`config.mk`:
```
export PLATFORM = sky130hd
export DESIGN_NAME = act_cell_rr_scheduler
export DESIGN_NICKNAME = d
export VERILOG_FILES = /design/src/rtl/act_cell_rr_scheduler.sv
export SDC_FILE = /design/constraint.sdc
export NUM_CORES = 1
export LEC_CHECK = 0
export ABC_AREA = 1
export CAP_MARGIN = 20
export CELL_PAD_IN_SITES_DETAIL_PLACEMENT = 0
export CELL_PAD_IN_SITES_GLOBAL_PLACEMENT = 1
export CORE_MARGIN = 8
export CORE_UTILIZATION = 31
export CTS_CLUSTER_SIZE = 40
export DETAILED_ROUTE_END_ITERATION = 8
export GPL_TIMING_DRIVEN = 0
export HOLD_SLACK_MARGIN = 0.1
export PLACE_DENSITY_LB_ADDON = 0.1
export SYNTH_ARGS = -nofsm -noshare
export SYNTH_HDL_FRONTEND = slang
export SYNTH_SLANG_ARGS = --single-unit
export TNS_END_PERCENT = 30
```
`constraint.sdc`:
```
create_clock -name CLK -period 3.9 [get_ports CLK]
set_input_delay 0.585 -clock CLK [delete_from_list [all_inputs] [get_ports CLK]]
set_output_delay 0.585 -clock CLK [all_outputs]
set_load 0.02 [all_outputs]
```
`src/rtl/act_cell_rr_scheduler.sv`:
```
// Round-robin sharing of one 4:1 mux-plus-flop cell among four requesters; grant one edge after request,
// data+ack one edge later, back to IDLE on the third edge. No grants while hold=1 in IDLE; withdrawn requests abort.
module act_cell_rr_scheduler #(
    parameter int N = 8
) (
    input  logic         CLK,
    input  logic         CLR,
    input  logic [3:0]   req,
    input  logic         hold,
    input  logic [N-1:0] din0,
    input  logic [N-1:0] din1,
    input  logic [N-1:0] din2,
    input  logic [N-1:0] din3,
    output logic [3:0]   gnt,
    output logic         sel_a1,
    output logic         sel_b1,
    output logic         sel_a0,
    output logic         sel_b0,
    output logic [N-1:0] dout,
    output logic         dout_valid,
    output logic [1:0]   dout_id,
    output logic [3:0]   ack,
    output logic         busy
);

    typedef enum logic [1:0] {
        IDLE = 2'd0,
        SEL  = 2'd1,
        DONE = 2'd2
    } state_t;

    state_t       state_q, state_d;
    logic [1:0]   ptr_q, ptr_d;
    logic [1:0]   idx_q, idx_d;
    logic [3:0]   gnt_q, gnt_d;
    logic [3:0]   sel_q, sel_d;       // {a1, b1, a0, b0}
    logic [N-1:0] dout_q, dout_d;
    logic         vld_q, vld_d;
    logic [1:0]   id_q, id_d;
    logic [3:0]   ack_q, ack_d;

    logic         win_vld;
    logic [1:0]   win_idx;
    logic [1:0]   cand;
    logic         cell_s1, cell_s0;
    logic [N-1:0] cell_y;

    // Scan from the farthest offset down so the nearest requester to ptr wins.
    always_comb begin
        win_vld = 1'b0;
        win_idx = ptr_q;
        cand    = ptr_q;
        for (int i = 3; i >= 0; i--) begin
            cand = ptr_q + 2'(i);
            if (req[cand]) begin
                win_vld = 1'b1;
                win_idx = cand;
            end
        end
    end

    // The shared cell: S1 = A1|B1, S0 = A0&B0 selecting D00..D11.
    assign cell_s1 = sel_q[3] | sel_q[2];
    assign cell_s0 = sel_q[1] & sel_q[0];

    always_comb begin
        cell_y = din0;
        case ({cell_s1, cell_s0})
            2'b00:   cell_y = din0;
            2'b01:   cell_y = din1;
            2'b10:   cell_y = din2;
            default: cell_y = din3;
        endcase
    end

    always_comb begin
        state_d = state_q;
        ptr_d   = ptr_q;
        idx_d   = idx_q;
        gnt_d   = gnt_q;
        sel_d   = sel_q;
        dout_d  = dout_q;
        id_d    = id_q;
        vld_d   = 1'b0;
        ack_d   = 4'b0000;
        case (state_q)
            IDLE: begin
                gnt_d = 4'b0000;
                sel_d = 4'b0000;
                if (!hold && win_vld) begin
                    idx_d   = win_idx;
                    gnt_d   = 4'b0001 << win_idx;
                    sel_d   = {win_idx[1], 1'b0, win_idx[0], win_idx[0]};
                    state_d = SEL;
                end
            end
            SEL: begin
                if (req[idx_q]) begin
                    dout_d  = cell_y;
                    id_d    = idx_q;
                    vld_d   = 1'b1;
                    ack_d   = gnt_q;
                    state_d = DONE;
                end else begin
                    gnt_d   = 4'b0000;
                    sel_d   = 4'b0000;
                    state_d = IDLE;
                end
            end
            DONE: begin
                gnt_d   = 4'b0000;
                sel_d   = 4'b0000;
                ptr_d   = idx_q + 2'd1;
                state_d = IDLE;
            end
            default: begin
                gnt_d   = 4'b0000;
                sel_d   = 4'b0000;
                state_d = IDLE;
            end
        endcase
    end

    always_ff @(posedge CLK or posedge CLR) begin
        if (CLR) begin
            state_q <= IDLE;
            ptr_q   <= 2'd0;
            idx_q   <= 2'd0;
            gnt_q   <= 4'b0000;
            sel_q   <= 4'b0000;
            dout_q  <= '0;
            vld_q   <= 1'b0;
            id_q    <= 2'd0;
            ack_q   <= 4'b0000;
        end else begin
            state_q <= state_d;
            ptr_q   <= ptr_d;
            idx_q   <= idx_d;
            gnt_q   <= gnt_d;
            sel_q   <= sel_d;
            dout_q  <= dout_d;
            vld_q   <= vld_d;
            id_q    <= id_d;
            ack_q   <= ack_d;
        end
    end

    assign gnt        = gnt_q;
    assign sel_a1     = sel_q[3];
    assign sel_b1     = sel_q[2];
    assign sel_a0     = sel_q[1];
    assign sel_b0     = sel_q[0];
    assign dout       = dout_q;
    assign dout_valid = vld_q;
    assign dout_id    = id_q;
    assign ack        = ack_q;
    assign busy       = (state_q != IDLE);

endmodule

```
==> results.txt <==
worst-case clock buffer depth = 2
Post-synth EDFFs = 0
I/O pins = 63
vias in the first global route = 1,467
Iter 0 DRT Violations = 14
grt total ovfl = 0
CTS root buffer = clkbuf_8
CTS buffer count = 3
R2R depth = 10
main flop type after synthesis = dfrtp_1
max cap viols = 0
most frequent cells after synthesis = nand2_1 (73), dfrtp_1 (27), inv_1 (26)
CP max FO = 6
Hold/Removal Path Class = reg2reg
Leakage = 1.13 nW
initial antenna violation count = 0
Synthesized Nets = 241
die area = 7250 um^2
Placer Congestion = 0.741
first-pass GRT wire length = 6530 um
total track usage = 11.1%
die height = 85.1 um
Seq/Total Area, Yosys = 45.6%
Clock Sink Count = 27
synthesized area = 1480 um^2
hpwl dp = 3270 um
Hold Vio Cnt, Final = 0
Worst setup EP type = primary output
fillcell total = 471
outcome = finished, final reports clean
Fmax = 489 MHz
share of cells above drive strength 1 = 11.9%
Final TNS setup = 0 ns
Synthesis Warnings = 0
Core Region = 4660 um^2
CP Launch Type = register
Pwr Density = 695 nW/um^2
clk_skew = 0.00331 ns
most common cell in the synthesized netlist = nand2_1
hold_buf cts = 0
Die W = 85.1 um
PortBufs = 61
DRC violations left = 0
synth top area cells = dfrtp_1 (46%), nand2_1 (18%), inv_1 (6.6%), nand2_2 (6.3%), nand3_1 (5.1%)
maximum vdd drop = 0.311 mV
register area = 676 um^2
synth unique cells = 21
Core Rows = 25
vias per cell = 4.38
final wirelength = 3970 um
Final period util = 52.4%
Max Slew Vio Count = 0
hold path depth = 2
CTS H-Tree Depth = 1
RSZ-0062 raised after global routing = false
via count = 1,409
largest net degree at the start of global routing = 28
Final setup viols = 0
ANT cells = 0
WP data required = 3.31 ns
cts repair resizes = 0
Post-Syn Area per Cell = 7.33 um^2
placed cell area = 2160 um^2
Final nets = 308
clock-pin slew on the worst setup and hold paths = 0.09 ns
cells after synthesis = 202
drt pass-1 iters = 4
post-route cell area = 2230 um^2
Yosys top cell area share = 45.6%
register bit count reported by yosys = 27
multi-input logic area = 657 um^2
Clock Latency Late Sink = 0.27 ns
WP data arrival = 1.46 ns
WS Path Type = reg2out
CTS tree = yes
post-synth top area cell = dfrtp_1
setup bufs post-CTS = 0
Initial Util = 31.8%
post-DR wirelength/cell = 12.3 um
post-route ant nets = 0
Layout area overhead = 50.8%
asr flop ratio synth = 100%
min Tclk post-route = 2.04 ns
registers in the layout, summed over array words and instances, names as in the netlist:
name and cells:
dout 8, state_q 2, ptr_q 2, sel_q 2, gnt 4, dout_id 2, idx_q 2, dout_valid 1
ack 4
metal layers:
| metal | up-vias | track usage, % | routed length (um) |
|---|---|---|---|
| li1 | 752 | - | - |
| met1 | 599 | 11.7 | 1690 |
| met2 | 54 | 18.8 | 1830 |
| met3 | 4 | 4.73 | 387 |
| met4 | 0 | 5.34 | 68 |
| met5 | - | 0 | 0 |
power by group:
part / switching (W) / total [W] / internal (W) / leakage, nW
combinational: 0.000551 / 0.000940 / 0.000388 / 0.752
clock: 0.0000884 / 0.000160 / 0.0000716 / 0.0255
sequential: 0.0000691 / 0.000454 / 0.000385 / 0.355
critical path: stages, from the launching register on:
cell and delay [ns]:
dfrtp_1 0.46, buf_4 0.14, clkdlybuf4s50_1 0.59
final timing paths:
check                      endpoint     start  slack, ns
min reg2reg                 dout[1]   dout[1]       0.49
max                          sel_b0  sel_q[1]       1.86
min                         dout[1]   dout[1]       0.49
max reg2reg                  gnt[2]  ptr_q[0]       2.40
min in group asynchronous    gnt[3]       CLR       0.52
max in group asynchronous  idx_q[0]       CLR       3.01
cell usage in the layout, fill, tap and decap left out, drive strengths merged:
master         synthesis  final
clkdlybuf4s50          0     61
o21ai                 19     19
inv                   28     28
nand3                 15     15
conb                   1      1
nor2                   6      6
nand4                  2      2
nand2                 88     88
clkinv                 0      1
dfrtp                 27     27
xnor2                  1      1
clkbuf                 0      3
or2                    1      1
buf                    5      6
a21oi                  9      9
metrics by stage:
stage	utilization, %	hold WS [ns]	worst slack, ns	power, W	instances
after CTS	47.3	0.495	1.84	0.00158	321
after global placement	46.3	0.462	1.78	0.00141	317
after global routing	47.9	0.520	1.82	0.00171	322
after floorplan	-	0.529	2.48	0.00107	202
after detailed placement	46.3	0.467	1.77	0.00141	317
final	47.9	0.491	1.86	0.00155	322
area by class of cell:
class                   instances  area share, %
clock buffers                   3           1.85
flip-flops and latches         27           30.3
clock inverters                 1          0.224
well taps                      54           3.03
multi-input cells             142           29.4
plain buffers                   5           1.62
repair buffers                 62           28.6
inverters                      28           5.04
cell families after synthesis:
logic type / count (synthesis) / share of synthesized area (%)
buffers and inverters: 33 / 10.0
other: 1 / 0.253
AO/OA/AOI/OAI: 28 / 10.5
flip-flops: 27 / 45.6
XOR/XNOR: 1 / 0.591
AND/OR/NAND/NOR: 112 / 33.0
Power figures use the tool's default switching activity.
